### config.mk
export PLATFORM = sky130hd
export DESIGN_NAME = fault_campaign_ctrl
export DESIGN_NICKNAME = d
export VERILOG_FILES = /design/src/rtl/fault_campaign_ctrl.sv
export SDC_FILE = /design/constraint.sdc
export NUM_CORES = 1
export LEC_CHECK = 0
export ABC_AREA = 1
export BUFFER_PORTS_ARGS = -buffer_cell sky130_fd_sc_hd__clkbuf_2
export CORE_ASPECT_RATIO = 2
export CORE_UTILIZATION = 54
export CTS_BUF_LIST = sky130_fd_sc_hd__clkbuf_4
export DETAILED_ROUTE_END_ITERATION = 6
export GPL_TIMING_DRIVEN = 1
export PLACE_DENSITY = 0.87
export SETUP_SLACK_MARGIN = 0.05
export SLEW_MARGIN = 30
export SYNTH_ARGS = -nofsm -noshare
export SYNTH_HDL_FRONTEND = slang
export SYNTH_SLANG_ARGS = --single-unit
### constraint.sdc
create_clock -name clk -period 1.4 [get_ports clk]
set_input_delay 0.07 -clock clk [delete_from_list [all_inputs] [get_ports clk]]
set_output_delay 0.07 -clock clk [all_outputs]
set_load 0.02 [all_outputs]
### src/rtl/fault_campaign_ctrl.sv
// Fault-simulation campaign sequencer: walks the FIL fault list, applies up to
// PAT_COUNT patterns per fault with fault dropping, and tallies detections.
module fault_campaign_ctrl #(
    parameter int OUT_BITS  = 1,
    parameter int PAT_COUNT = 64,
    parameter int PAT_W     = 16,
    parameter int CNT_W     = 16
) (
    input  logic                clk,
    input  logic                rst,
    input  logic                start,
    input  logic                abort,
    input  logic                FIL_END,
    input  logic [OUT_BITS-1:0] CUT_OP,
    input  logic [OUT_BITS-1:0] FF_OP,
    output logic                FIL_INC,
    output logic                FIL_RST,
    output logic                TPG_LOAD,
    output logic                TPG_EN,
    output logic                busy,
    output logic                done,
    output logic [CNT_W-1:0]    fault_total,
    output logic [CNT_W-1:0]    fault_detected
);

    localparam logic [2:0] S_IDLE   = 3'd0;
    localparam logic [2:0] S_FRST   = 3'd1;
    localparam logic [2:0] S_SEED   = 3'd2;
    localparam logic [2:0] S_APPLY  = 3'd3;
    localparam logic [2:0] S_RECORD = 3'd4;
    localparam logic [2:0] S_INC    = 3'd5;
    localparam logic [2:0] S_SETTLE = 3'd6;
    localparam logic [2:0] S_DONE   = 3'd7;

    localparam logic [PAT_W-1:0] LAST_PAT = PAT_W'(PAT_COUNT - 1);

    // Counters stick at all-ones so a long campaign never reports a wrapped value.
    function automatic logic [CNT_W-1:0] sat_inc(input logic [CNT_W-1:0] value);
        if (value == {CNT_W{1'b1}}) begin
            return value;
        end else begin
            return value + CNT_W'(1'b1);
        end
    endfunction

    logic [2:0]       state_q,    state_d;
    logic [PAT_W-1:0] pat_cnt_q,  pat_cnt_d;
    logic             hit_q,      hit_d;
    logic [CNT_W-1:0] total_q,    total_d;
    logic [CNT_W-1:0] det_q,      det_d;

    logic             fil_inc_q,  fil_inc_d;
    logic             fil_rst_q,  fil_rst_d;
    logic             tpg_load_q, tpg_load_d;
    logic             tpg_en_q,   tpg_en_d;
    logic             busy_q,     busy_d;
    logic             done_q,     done_d;

    logic             mismatch_s;
    logic             last_pat_s;
    logic             abort_s;

    // Per-cycle conditions feeding the state machine.
    always_comb begin
        mismatch_s = (CUT_OP != FF_OP);
        last_pat_s = (pat_cnt_q == LAST_PAT);
        abort_s    = abort && (state_q != S_IDLE) && (state_q != S_DONE);
    end

    // Next-state and datapath decode; abort wins over every busy-state transition.
    always_comb begin
        state_d   = state_q;
        pat_cnt_d = pat_cnt_q;
        hit_d     = hit_q;
        total_d   = total_q;
        det_d     = det_q;
        if (abort_s) begin
            state_d = S_DONE;
        end else begin
            case (state_q)
                S_IDLE: begin
                    if (start) begin
                        total_d = {CNT_W{1'b0}};
                        det_d   = {CNT_W{1'b0}};
                        state_d = S_FRST;
                    end else begin
                        state_d = S_IDLE;
                    end
                end
                S_FRST: begin
                    state_d = S_SEED;
                end
                S_SEED: begin
                    pat_cnt_d = {PAT_W{1'b0}};
                    hit_d     = 1'b0;
                    state_d   = S_APPLY;
                end
                S_APPLY: begin
                    pat_cnt_d = pat_cnt_q + PAT_W'(1'b1);
                    if (mismatch_s) begin
                        hit_d = 1'b1;
                    end else begin
                        hit_d = hit_q;
                    end
                    // Fault dropping: stop on the first observed difference.
                    if (mismatch_s || last_pat_s) begin
                        state_d = S_RECORD;
                    end else begin
                        state_d = S_APPLY;
                    end
                end
                S_RECORD: begin
                    total_d = sat_inc(total_q);
                    if (hit_q) begin
                        det_d = sat_inc(det_q);
                    end else begin
                        det_d = det_q;
                    end
                    if (FIL_END) begin
                        state_d = S_DONE;
                    end else begin
                        state_d = S_INC;
                    end
                end
                S_INC: begin
                    state_d = S_SETTLE;
                end
                S_SETTLE: begin
                    state_d = S_SEED;
                end
                S_DONE: begin
                    if (!start) begin
                        state_d = S_IDLE;
                    end else begin
                        state_d = S_DONE;
                    end
                end
                default: begin
                    state_d = S_IDLE;
                end
            endcase
        end
    end

    // Outputs are decoded from the next state so they are registered yet aligned with state_q.
    always_comb begin
        fil_inc_d  = (state_d == S_INC);
        fil_rst_d  = (state_d != S_FRST);
        tpg_load_d = (state_d == S_SEED);
        tpg_en_d   = (state_d == S_APPLY);
        busy_d     = (state_d != S_IDLE) && (state_d != S_DONE);
        done_d     = (state_d == S_DONE);
    end

    // State and datapath registers.
    always_ff @(posedge clk or negedge rst) begin
        if (!rst) begin
            state_q   <= S_IDLE;
            pat_cnt_q <= {PAT_W{1'b0}};
            hit_q     <= 1'b0;
            total_q   <= {CNT_W{1'b0}};
            det_q     <= {CNT_W{1'b0}};
        end else begin
            state_q   <= state_d;
            pat_cnt_q <= pat_cnt_d;
            hit_q     <= hit_d;
            total_q   <= total_d;
            det_q     <= det_d;
        end
    end

    // Output registers; FIL_RST idles high because the FIL reset is active-low.
    always_ff @(posedge clk or negedge rst) begin
        if (!rst) begin
            fil_inc_q  <= 1'b0;
            fil_rst_q  <= 1'b1;
            tpg_load_q <= 1'b0;
            tpg_en_q   <= 1'b0;
            busy_q     <= 1'b0;
            done_q     <= 1'b0;
        end else begin
            fil_inc_q  <= fil_inc_d;
            fil_rst_q  <= fil_rst_d;
            tpg_load_q <= tpg_load_d;
            tpg_en_q   <= tpg_en_d;
            busy_q     <= busy_d;
            done_q     <= done_d;
        end
    end

    assign FIL_INC        = fil_inc_q;
    assign FIL_RST        = fil_rst_q;
    assign TPG_LOAD       = tpg_load_q;
    assign TPG_EN         = tpg_en_q;
    assign busy           = busy_q;
    assign done           = done_q;
    assign fault_total    = total_q;
    assign fault_detected = det_q;

endmodule

* After elaboration in Yosys (flattened, before gate mapping) *
Index checks and enable logic that the tools add are counted.

operators by class
  multiplexer cells = 15
  reductions and logical operators = 14
  eq/ne operators = 23
  bitwise gates (word level) = 1
  $add $sub $neg = 3

operators by type and width
  kind                   number
  $pmux 16 s2            3
  $mux 16                4
  $add 16x1->16 const B  3
  $eq 16x16->1 const B   2
  $pmux 3 s7             1
  $eq 3x3->1 const B     6
  $eq 16x6->1 const B    1
  $eq 3x2->1 const B     4
  $ne 2x2->1 const B     5
  $mux 3                 3
  $ne 3x3->1 const B     2
  $reduce_bool 3->1      2
  $reduce_and 5->1       1
  $reduce_and 4->1       1
  $reduce_bool 2->1      2
  $eq 3x1->1 const B     1
  $logic_and 1x1->1      3
  $logic_not 3->1        1
  $ne 3x1->1 const B     1
  $reduce_and 3->1       1
  $mux 1                 2
  $mux 2                 1
  $pmux 1 s2             1
  $reduce_and 2->1       1
  4 further kinds        4

storage, ports and cells
  logic and storage cells = 67
  bits in registers = 58
  output and inout port bits = 38

* Longest topological paths before layout *
Gate-level depths: netlist of run 1.

  word-level depth = 7
  mapped depth = 12
  depth with buffers taken out = 12

* Worst setup path before layout of run 1 *
Ideal clock, no wire load.

  path type = flip-flop to flip-flop
  from = register det_q[0], in the netlist fault_detected[0]
  to = register det_q[14], in the netlist fault_detected[14]
  setup slack = -265 ps
  period minus slack after synthesis = 1665 ps
  setup time = 83 ps
  path buffers = 1
  data arrival time = 1582 ps
  cell stages (with the launch flop) = 11
  data required time = 1317 ps
  path through = dfrtp_1 -> ha_1 -> nand3_1 -> inv_1 -> nand3_1 -> nand2_1 -> nand2_1 -> nand2_4 -> buf_6 -> nand2_1 -> o21ai_0

between the ends
  longest elaborated chain between the ends = 4
  elaborated cells on any way between the ends = 7

ends and longest elaborated chain
  element                 RTL line  source
  from (decl)             50        logic [CNT_W-1:0] det_q, det_d;
  from (signal assigned)  162       det_q <= {CNT_W{1'b0}};
  from (signal assigned)  168       det_q <= det_d;
  $add 16x1->16           42        return value + CNT_W'(1'b1);
  $mux 16                 39        if (value == {CNT_W{1'b1}}) begin
  $mux 16                 114       if (hit_q) begin
  $pmux 16 s2             80        case (state_q)

Several ways; a longest one is shown, not always the timed one. The select of a mux whose other input is x is not followed.
A chain may end at the register's enable or synchronous reset.

* Final worst setup path of run 1 *
  from = register pat_cnt_q[1]
  to = register busy_q, in the netlist busy

between the ends
  longest elaborated chain between the ends = 7
  elaborated cells on any way between the ends = 8

ends and longest elaborated chain
  element                                                 RTL line  source
  from (decl)                                             47        logic [PAT_W-1:0] pat_cnt_q, pat_cnt_d;
  from (signal assigned)                                  159       pat_cnt_q <= {PAT_W{1'b0}};
  from (signal assigned)                                  165       pat_cnt_q <= pat_cnt_d;
  $eq 16x6->1 (*)                                         66        last_pat_s = (pat_cnt_q == LAST_PAT);
  $logic_or 1x1->1 (*)                                    106       if (mismatch_s || last_pat_s) begin
  $mux 3 (*)                                              106
  $pmux 3 s7 (*)                                          80
  $mux 3 (*)                                              77        if (abort_s) begin
  via state_d[1]                                          46        logic [2:0] state_q, state_d;
  $ne 3x3->1 / $reduce_bool 3->1 (equally long branches)  151       busy_d = (state_d != S_IDLE) && (state_d != S_DONE);
  $logic_and 1x1->1 (*)                                   151
  via busy_d                                              56        logic busy_q, busy_d;
  to (signal assigned)                                    186       busy_q <= busy_d;
  to (decl)                                               56

The timed path passes the listed nets; every way through them passes the cells marked *.

==> results of run 1 <==
==> layout make-up <==
cell class | instances | area share [%]
Clock buffer | 11 | 1.61
Clock inverter | 5 | 0.414
Inverter | 44 | 3.75
Multi-Input combinational cell | 345 | 42.9
Sequential cell | 58 | 28.6
Tap cell | 84 | 2.04
Timing Repair Buffer | 142 | 20.6
==> synthesized netlist by cell type, types with 4 or more instances <==
library cell / number / area (um2)
inv_2: 8 / 30.0
inv_1: 35 / 131
nand3_1: 40 / 200
nand4_1: 10 / 62.6
xor2_1: 13 / 114
nor3_1: 4 / 20.0
nand2_1: 123 / 462
o21ai_0: 11 / 55.1
nand3b_1: 5 / 37.5
o21ai_1: 13 / 65.1
o21ai_2: 6 / 52.6
or2_2: 4 / 25.0
dfrtp_1: 57 / 1430
a31o_2: 4 / 35.0
nor2_1: 62 / 233
a21oi_1: 14 / 70.1
nor2_2: 4 / 25.0
==> final timing paths <==
check                                           from  cells past startpoint                            end  slack [ns]
setup / recovery            pat_cnt_q[1]$_DFFE_PN0P_                      9                 busy$_DFF_PN0_       -0.24
hold / removal                                 abort                      4              hit_q$_DFFE_PN0P_        0.14
setup reg to reg            pat_cnt_q[1]$_DFFE_PN0P_                      9                 busy$_DFF_PN0_       -0.24
hold reg to reg            pat_cnt_q[14]$_DFFE_PN0P_                      2      pat_cnt_q[14]$_DFFE_PN0P_        0.54
max in group asynchronous                        rst                      3           state_q[2]$_DFF_PN0_        0.95
min in group asynchronous                        rst                      3  fault_detected[7]$_DFFE_PN0P_        0.16
==> power by group through the flow <==
stage          Clock (mW)  Combinational [mW]  Sequential, mW
3_5_place_dp            0                2.97            2.49
5_1_grt              1.10                4.24            2.61
6_report             1.05                4.02            2.57
3_3_place_gp            0                2.84            2.45
4_1_cts              1.01                3.32            2.48
2_1_floorplan           0                1.43            2.81
==> routing by layer <==
metal	up-vias	GRT usage, %	share of wire (%)
met2	311	63.4	53
met1	1956	32.0	31
li1	1780	-	-
met3	125	8.02	6.8
met5	-	0	0
met4	0	21.9	9.1
==> metrics by stage <==
step           instance area (um2)  setup WS (ns)
2_1_floorplan                 3520        -0.0862
3_3_place_gp                  4400         -0.116
3_5_place_dp                  4400         -0.186
4_1_cts                       4780        -0.0816
5_1_grt                       5140         -0.346
6_report                      5140         -0.242
==> registers in the layout, summed over array words and instances, names as in the netlist <==
register,count
TPG_LOAD,1
state_q,3
busy,1
fault_detected,16
FIL_RST,1
done,1
TPG_EN,1
fault_total,16
hit_q,1
pat_cnt_q,16
FIL_INC,1
==> worst reg2reg max path: stages (launching register included) <==
cell	delay (ns)
dfrtp_1	0.50
ha_4	0.21
nand3_4	0.09
nor2_4	0.10
nand2_2	0.08
nand3_4	0.10
nand4_1	0.23
nand3_2	0.17
nand2_1	0.06
inv_1	0.05
==> cells by family after synthesis <==
kind of cell | share of synthesized area [%]
xor gates and xnor gates | 4.09
and+or+nand+nor | 36.4
adders and majority gates | 1.10
AOI/OAI and AO/OA | 9.43
buffers and inverters | 6.58
DFF | 42.4
==> placed cells by master, fill, tap and decap left out, types with 5 or more instances in the layout <==
| cell | netlist | routed |
|---|---|---|
| nand4_1 | 10 | 10 |
| clkbuf_4 | 0 | 11 |
| nand3_1 | 40 | 24 |
| nand2_1 | 123 | 98 |
| nand2_2 | 2 | 22 |
| nand3_4 | 0 | 6 |
| nor2_1 | 62 | 42 |
| a21oi_1 | 14 | 13 |
| o21ai_0 | 11 | 6 |
| nand3b_1 | 5 | 5 |
| clkbuf_2 | 0 | 42 |
| nand2_4 | 2 | 7 |
| buf_6 | 2 | 14 |
| xor2_1 | 13 | 13 |
| inv_2 | 8 | 10 |
| nand3_2 | 2 | 12 |
| o21ai_2 | 6 | 9 |
| inv_1 | 35 | 27 |
| buf_4 | 0 | 81 |
| o21ai_1 | 13 | 14 |
| nor2_2 | 4 | 15 |
| dfrtp_1 | 57 | 42 |
| nor2_4 | 3 | 12 |
| dfrtp_2 | 0 | 15 |
==> repair_timing <==
action | CTS | global route
setup buffers | 7 | 13
gates resized for setup | 57 | 70
endpoints found under the hold margin | 58 | 0
endpoints found under the setup margin | 48 | 55
pin swaps | 31 | 21
cloned | 1 | 2
hold buffers | 1 | 0
==> results.cfg, run 1 <==
[outcome]
status = complete, but fails checks
violations = setup timing

[sta]
fin_skew_ns = 0.0143
final.setup.tns_ns = -8.42
hold-worst-slack_ns = 0.138
min_period_ns = 1.64
worst_slack_ns = -0.242
setup_viol = 52
slew_headroom_pct = 68.4
worst_slew_pin_slew_ns = 0.470
rsz0062_at_grt = true
slew_viol_final = 0
fin_crit_sh_pct = 117
fmax_mhz = 609
final-hold-violation-count = 0

[cts]
clock_latency_ns = 0.46
cts.sinks = 58
cts.htree.levels = 3
cts_root_buf = clkbuf_4
clk_pin_slew_worst_paths_ns = 0.11
clockBufferDepth = 2
cts_tree = yes
cts_buffers = 9

[yosys]
ys_ff_latch = 58
synth-edff-count = 0
ys.flop_type = dfrtp_1
syn_area_per_cell_um2 = 7.61
syn_inst = 450
async_reset_ff_share_pct = 100
syn_area_mm2 = 0.00342
synth_cell_type_count = 39
syn-num-nets = 460
ys_warn_count = 0
synth-seq-area-share_pct = 42.4

[die]
fp.dieW_um = 58.3
io_pins = 45
coreArea_mm2 = 0.00606
placement_rows = 40
start_util_pct = 56.5
die_area_mm2 = 0.00668
die_h_um = 115

[setup_path]
path_buf_inv = 1
crit_slowest_cell = dfrtp_1
worstPathRequired_ns = 1.80
criticalPathCategory = flip-flop to flip-flop
critPathMaxStageDelay_ns = 0.50
arrival_ns = 2.04
critPathTopFamily = simple AND/OR/NAND/NOR gates
critPathCaptureType = flip-flop
path_cells = ha_4 -> nand3_4 -> nor2_4 -> nand2_2 -> nand3_4 -> nand4_1 -> nand3_2 -> nand2_1 -> inv_1
cpMostUsedCell = nand3_4
crit_fanout = 4
start_kind = flip-flop

[place]
routabilityCongestion = 0.925
port_buffers = 44
dp_cells = 650
dpl.hpwl_mm = 7.08

[detailed_routing]
routed_via_density = 6.06
dr_total_vias = 4172
drt_pre_antenna_iters = 7
wirelength_mm = 13.3
postRouteAntennaNets = 0
post_drt_wl_per_cell_um = 19.4
drtIter0Drc = 565
drc = 0

[power_and_ir_drop]
ir_worst_vdd_v = 0.000953
switchingPower_mw = 3.54
power_density_mw_per_mm2 = 1490
pwr-share-seq_pct = 33.7
p_leak_nw = 2.42
power.total_mw = 7.64
p_comb_share_pct = 52.6
p_int_mw = 4.10
p_clk_share_pct = 13.7
switching_share_pct = 46.4

[global_route]
gr-total-overflow = 0
grt_pass1_vias = 3871
antenna_found_initial = 0
grt_first_pass_wirelength_mm = 17.0
grt_max_degree = 59
grt_usage_pct = 34.2

[finish]
drive_above_1_share_pct = 48.3
n_fill_cell = 277
stdcell_count = 689
n_antenna_cell = 0
utilization_pct = 84.9
seq_area_mm2 = 0.00147
nets = 610
multi_input_area_mm2 = 0.00221
areaGrowthSynthToFinish_pct = 50.2

[run]
max_cap_viol_count = 0

[hold_path]
hp-class = primary input to flip-flop
No activity file was read; power rests on OpenSTA's default activity.
==> run 2, diff against run 1 <==
CORE_ASPECT_RATIO = 0.7   (was 2)
==> run 2 against run 1 <==
The flow finishes with violations (DRC, setup timing). Critical endpoint unchanged. Final area is 2.1% higher. Critical path depth stayed put. Largest cell class unchanged. Die area shrank 0.21%. Via count rose by 11%.
==> results.cfg, run 2 (same netlist as run 1, synthesis figures left out) <==
[outcome]
status = complete, but fails checks
violations = DRC, setup timing

[power_and_ir_drop]
p_leak_nw = 2.42
power_density_mw_per_mm2 = 1580
ir_worst_vdd_v = 0.00116

[detailed_routing]
drt_pre_antenna_iters = 7
postRouteAntennaNets = 0
routed_via_density = 6.81
drtIter0Drc = 738
dr_total_vias = 4624
wirelength_mm = 15.4
post_drt_wl_per_cell_um = 22.7
drc = 1

[sta]
setup_viol = 49
min_period_ns = 1.82
hold-worst-slack_ns = 0.153
worst_slew_pin_slew_ns = 0.578
final.setup.tns_ns = -10.88
fin_crit_sh_pct = 130
fmax_mhz = 551
slew_headroom_pct = 61.2
final-hold-violation-count = 0
slew_viol_final = 0
worst_slack_ns = -0.416
fin_skew_ns = 0.0202
rsz0062_at_grt = true

[setup_path]
crit_slowest_cell = dfrtp_1
cpMostUsedCell = nand2_2
crit_fanout = 4
start_kind = flip-flop
r2r_slack_ns = -0.42
criticalPathCategory = flip-flop to flip-flop
arrival_ns = 2.20
path_cells = nor2_1 -> nand2_1 -> nor2_4 -> nand2_2 -> nand3_4 -> nand4_1 -> nand3_2 -> nand2_2 -> inv_2
critPathCaptureType = flip-flop
critPathMaxStageDelay_ns = 0.44
worstPathRequired_ns = 1.78

[finish]
nets = 609
final_cell_mix = 84 x nand2_1, 78 x buf_4, 44 x clkbuf_2, 43 x nor2_1, 42 x dfrtp_1
utilization_pct = 88.5
stdcell_count = 679
drive_above_1_share_pct = 51.8
final_common_cell = nand2_1
n_antenna_cell = 0
areaGrowthSynthToFinish_pct = 53.3

[cts]
clock_latency_ns = 0.45
clockBufferDepth = 2
clk_pin_slew_worst_paths_ns = 0.12
cts_tree = yes
cts_root_buf = clkbuf_4
cts.sinks = 58
cts_buffers = 9
cts.htree.levels = 3

[die]
coreArea_mm2 = 0.00593
die_area_mm2 = 0.00667
fp.dieW_um = 97.2
placement_rows = 23
die_h_um = 68.6
io_pins = 45
start_util_pct = 57.7

[place]
dpl.hpwl_mm = 6.61
port_buffers = 44
place_ws_ns = -0.103
routabilityCongestion = 0.917
dp_cells = 638

[global_route]
grt_first_pass_wirelength_mm = 15.8
grt_pass1_vias = 3408
grt_max_degree = 59
gr-total-overflow = 0
antenna_found_initial = 0
grt_usage_pct = 30.5

[run]
max_cap_viol_count = 0

[hold_path]
hp-class = primary input to asynchronous set/reset pin
run 2: critical path, delay by kind of cell (launching register included):
family	cells	cell delay (ns)
buffers and inverters	1	0.07
and+or+nand+nor	8	1.23
DFF	1	0.44
run 2: final timing paths:
kind,cells past startpoint,startpoint,endpoint
worst min register to register,1,pat_cnt_q[8]$_DFFE_PN0P_,pat_cnt_q[8]$_DFFE_PN0P_
min in group clk,5,abort,pat_cnt_q[3]$_DFFE_PN0P_
worst min-delay path,3,rst,fault_total[11]$_DFFE_PN0P_
worst max-delay path,9,pat_cnt_q[7]$_DFFE_PN0P_,busy$_DFF_PN0_
worst max register to register,9,pat_cnt_q[7]$_DFFE_PN0P_,busy$_DFF_PN0_
max in group asynchronous,3,rst,FIL_RST$_DFF_PN1_
run 2: report_power, final:
group          total, mW  internal, mW  switching (mW)
clock               1.10         0.385           0.712
sequential          2.60          2.11           0.498
combinational       4.60          1.76            2.85
total               8.30          4.25            4.05
run 2: final cells by class:
class | count | area [um2]
well taps | 75 | 93.8
flip-flops and latches | 58 | 1470
clock buffers | 11 | 82.6
fillers | 227 | 679
clock inverters | 5 | 22.5
inverters | 44 | 190
multi-input cells | 344 | 2320
repair buffers | 142 | 1070
run 2: per-layer routing:
metal / vias to the layer above / wire length [um] / track usage (%)
met2: 547 / 6780 / 52.8
li1: 1773 / - / -
met1: 2089 / 5140 / 37.0
met5: - / 0 / 0
met3: 215 / 2090 / 7.06
met4: 0 / 1390 / 15.3
run 2: what timing repair did:
action | 4_1_cts | 5_1_grt
hold endpoints to repair | 58 | 0
endpoints found under the setup margin | 49 | 51
setup buffers | 6 | 15
gates cloned | 1 | 2
pin swaps | 9 | 33
resized for setup | 21 | 137
hold buffers | 1 | 0
run 2: per-stage QoR:
stage,cell area (um2),power [mW]
after floorplan,3520,4.23
after global placement,4360,5.28
after detailed placement,4360,5.45
after CTS,4590,6.67
after global routing,5250,8.51
final,5250,8.30
==> run 3, diff against run 2 <==
ABC_AREA = not set   (was 1)
PLACE_DENSITY = 0.88   (was 0.87)
SLEW_MARGIN = 20   (was 30)
==> run 3 against run 2 <==
The flow now stops in global routing. Synthesized area fell by 6.5%. Synthesized cell count down 22%.
==> results.cfg, run 3 <==
[global_route]
gr-total-overflow = 1
grt_usage_pct = 74.0
grt_max_degree = 59

[yosys]
ys_ff_latch = 58
synth-edff-count = 0
synth_most_common_cell = dfrtp_1
ys_top_cells_by_count = 57 x dfrtp_1, 35 x nor2_1, 26 x nand2_1
syn_area_mm2 = 0.00320
syn-num-nets = 360
synth.largest_area_cell = dfrtp_1
synth-seq-area-share_pct = 45.4
ys.flop_type = dfrtp_1
synth_cell_type_count = 54
syn_inst = 350
synth_top_area_share_pct = 44.5
ys_warn_count = 0
syn_area_per_cell_um2 = 9.15
synth.area.top_cells = dfrtp_1 45%, xnor2_1 5.5%, nor2_1 4.1%, nand3_1 3.6%, nand2_1 3.0%
async_reset_ff_share_pct = 100

[die]
start_util_pct = 55.9
io_pins = 45
die_h_um = 66.4
fp.dieW_um = 94.0
placement_rows = 23

[place]
routabilityCongestion = 0.888
port_buffers = 44
dpl.hpwl_mm = 6.91

[sta]
grt_worst_setup_endpoint = fault_total[9]$_DFFE_PN0P_/D
worst_path_end_type = register input

[cts]
cts.htree.levels = 3
clockBufferDepth = 2
cts_buffers = 9
cts.sinks = 58
cts_root_buf = clkbuf_4

[outcome]
status = aborted with a tool error
firstError = [ERROR GRT-0232] Routing congestion too high. Check the congestion heatmap in the GUI.
haltStage = global routing
==> run 3: timing repair <==
action                                  CTS
gates resized for setup                  76
pin swaps                                47
endpoints found under the setup margin   56
buffers inserted                         27
hold buffers                              1
endpoints found under the hold margin    58
cloned                                    1
==> run 3: metrics by stage <==
stage	setup slack (ns)	instance area (um2)	cells
after floorplan	-0.348	3480	350
after detailed placement	-0.506	4400	547
after global placement	-0.390	4400	547
after CTS	-0.391	5140	591
==> run 3: cell families after synthesis <==
family	synth area share (%)
AOI/OAI and AO/OA	13.2
xor gates and xnor gates	6.29
adders and majority gates	1.17
buffers and inverters	3.75
DFF	45.4
muxes	1.25
and+or+nand+nor	28.9
==> run 3: per-layer routing <==
metal | overflow | GRT usage [%]
met1 | 0 | 75.2
met2 | 1 | 89.5
met3 | 0 | 57.2
met4 | 0 | 75.8
met5 | 0 | 28.7
==> run 4, diff against run 3 <==
CORE_ASPECT_RATIO = not set   (was 0.7)
CORE_UTILIZATION = 39   (was 54)
CTS_BUF_LIST = not set   (was sky130_fd_sc_hd__clkbuf_4)
PLACE_DENSITY = not set   (was 0.88)
PLACE_DENSITY_LB_ADDON = 0.15   (was not set)
SETUP_SLACK_MARGIN = not set   (was 0.05)
clock period = 1.82 ns   (was 1.4 ns; I/O delays follow)
==> run 4 against run 3 <==
The flow now finishes, with violations (setup timing). Synthesized area is the same. Synthesized cell count is the same.
==> results.cfg, run 4 <==
[power_and_ir_drop]
power.total_mw = 4.84
power_density_mw_per_mm2 = 1060
ir_worst_vdd_v = 0.000437
p_leak_nw = 2.05

[yosys]
ys.flop_type = dfrtp_1
syn_inst = 350
syn_area_mm2 = 0.00320
synth-edff-count = 0
synth.largest_area_cell = dfrtp_1
syn-num-nets = 360
syn_area_per_cell_um2 = 9.15
ys_ff_latch = 58
ys_warn_count = 0
ys_top_cells_by_count = 57 x dfrtp_1, 35 x nor2_1, 26 x nand2_1
synth-seq-area-share_pct = 45.4
synth_top_area_share_pct = 44.5
synth.area.top_cells = dfrtp_1 45%, xnor2_1 5.5%, nor2_1 4.1%, nand3_1 3.6%, nand2_1 3.0%
async_reset_ff_share_pct = 100
synth_most_common_cell = dfrtp_1
synth_cell_type_count = 54

[sta]
fin_crit_sh_pct = 100
min_period_ns = 1.83
rsz0062_at_grt = true
setup_viol = 1
final-hold-violation-count = 0
slew_viol_final = 0
slew_headroom_pct = 71.0
fin_skew_ns = 0.0128
fmax_mhz = 547
hold-worst-slack_ns = 0.102
worst_slack_ns = -0.00805
worst_slew_pin_slew_ns = 0.433

[finish]
areaGrowthSynthToFinish_pct = 42.2
multi_input_area_mm2 = 0.00185
stdcell_count = 565
final_cell_mix = 58 x buf_4, 53 x dfrtp_1, 44 x clkbuf_2, 33 x nor2_1, 26 x nand2_1
n_antenna_cell = 0
nets = 468
utilization_pct = 58.0
seq_area_mm2 = 0.00146
n_fill_cell = 700
final_common_cell = buf_4
drive_above_1_share_pct = 39.7

[cts]
cts.sinks = 58
cts_buffers = 9
clk_pin_slew_worst_paths_ns = 0.08
cts_tree = yes
cts.htree.levels = 3
clockBufferDepth = 2
cts_root_buf = clkbuf_8
clock_latency_ns = 0.35

[place]
dp_cells = 533
place_ws_ns = -0.195
routabilityCongestion = 0.776
port_buffers = 44
dpl.hpwl_mm = 5.71

[die]
start_util_pct = 40.8
die_h_um = 92.6
io_pins = 45
fp.dieW_um = 92.6
placement_rows = 32
coreArea_mm2 = 0.00785
die_area_mm2 = 0.00858

[outcome]
violations = setup timing
status = complete, but fails checks

[global_route]
antenna_found_initial = 0
gr-total-overflow = 0
grt_first_pass_wirelength_mm = 14.0
grt_usage_pct = 20.7
grt_max_degree = 30
grt_pass1_vias = 2946

[run]
max_cap_viol_count = 0

[detailed_routing]
post_drt_wl_per_cell_um = 15.3
postRouteAntennaNets = 0
drtIter0Drc = 124
routed_via_density = 5.33
drt_pre_antenna_iters = 4
dr_total_vias = 3012
wirelength_mm = 8.67
drc = 0

[setup_path]
crit_fanout = 6
path_cells = or3b_4 -> or3_4 -> or3_4 -> a21oi_2
start_kind = flip-flop
cpMostUsedCell = or3_4
critPathMaxStageDelay_ns = 0.45
r2r_slack_ns = -0.008
setup.worst_path.end = pat_cnt_q[9]$_DFFE_PN0P_
worstPathRequired_ns = 2.09
r2r-start = state_q[2]$_DFF_PN0_
arrival_ns = 2.10
critPathCaptureType = flip-flop
crit_slowest_cell = dfrtp_2
cp-startpoint = state_q[2]$_DFF_PN0_
criticalPathCategory = flip-flop to flip-flop
ff2ff_path_depth = 4
rr_endpoint = pat_cnt_q[9]$_DFFE_PN0P_

[hold_path]
hp-class = primary input to flip-flop
==> run 4: cell counts after synthesis <==
No cell type changed its count.
==> run 4: per-stage QoR <==
| step | area [um2] | TNS [ns] |
|---|---|---|
| global placement | 3920 | -0.693 |
| CTS | 4320 | 0 |
| detailed placement | 3920 | -1.51 |
| floorplan | 3230 | -0.0104 |
| finish | 4550 | -0.00805 |
| global route | 4550 | -0.393 |
==> run 4: what timing repair did <==
| action | in CTS | in global routing |
|---|---|---|
| endpoints found under the hold margin | 42 | 0 |
| setup buffers | 6 | 6 |
| cloned | 1 | 2 |
| gates resized for setup | 18 | 40 |
| endpoints found under the setup margin | 26 | 35 |
| pin swaps | 10 | 15 |
| hold buffers | 1 | 0 |
==> run 4: cell type report <==
| class | count | area share, % |
|---|---|---|
| multi-input cells | 262 | 40.5 |
| inverters | 14 | 1.24 |
| repair buffers | 112 | 17.7 |
| clock inverters | 4 | 2.14 |
| clock buffers | 12 | 3.41 |
| repair inverters | 1 | 0.165 |
| flip-flops and latches | 58 | 32.0 |
| well taps | 102 | 2.80 |
==> run 4: cells by family (layout without fill, tap and decap cells) <==
| kind of cell | Yosys count | after routing | share of synthesized area, % |
|---|---|---|---|
| AOI/OAI and AO/OA | 65 | 66 | 13.2 |
| xor gates and xnor gates | 23 | 23 | 6.29 |
| adders and majority gates | 3 | 3 | 1.17 |
| buffers and inverters | 31 | 143 | 3.75 |
| DFF | 58 | 58 | 45.4 |
| muxes | 4 | 4 | 1.25 |
| and+or+nand+nor | 166 | 166 | 28.9 |
==> run 4: worst max-delay path, delay by kind of cell, from the launching register on <==
kind / cells / cell delay, ns
simple gates: 3 / 1.15
flops: 1 / 0.45
compound gates: 1 / 0.14
==> run 4: how the worst min path moves through the flow <==
stage          start                    endpoint  depth (start not counted)
5_1_grt        start              busy$_DFF_PN0_                          3
4_1_cts        start              busy$_DFF_PN0_                          3
6_report       start              busy$_DFF_PN0_                          3
3_3_place_gp     rst  fault_total[8]$_DFFE_PN0P_                          1
2_1_floorplan    rst           FIL_INC$_DFF_PN0_                          0
3_5_place_dp     rst  fault_total[8]$_DFFE_PN0P_                          1
==> run 4: per-layer routing <==
layer / global-route usage (%) / share of wire, % / vias up / routed length, um
met5: 0 / 0 / - / 0
li1: - / - / 1483 / -
met2: 33.6 / 49 / 50 / 4220
met1: 27.8 / 47 / 1470 / 4070
met3: 3.04 / 2.7 / 9 / 235
met4: 8.46 / 1.6 / 0 / 142
==> run 4: power by group <==
part / internal, mW / total (mW) / switching, mW
logic: 0.702 / 1.62 / 0.916
registers: 1.49 / 1.67 / 0.183
clock network: 0.986 / 1.55 / 0.561
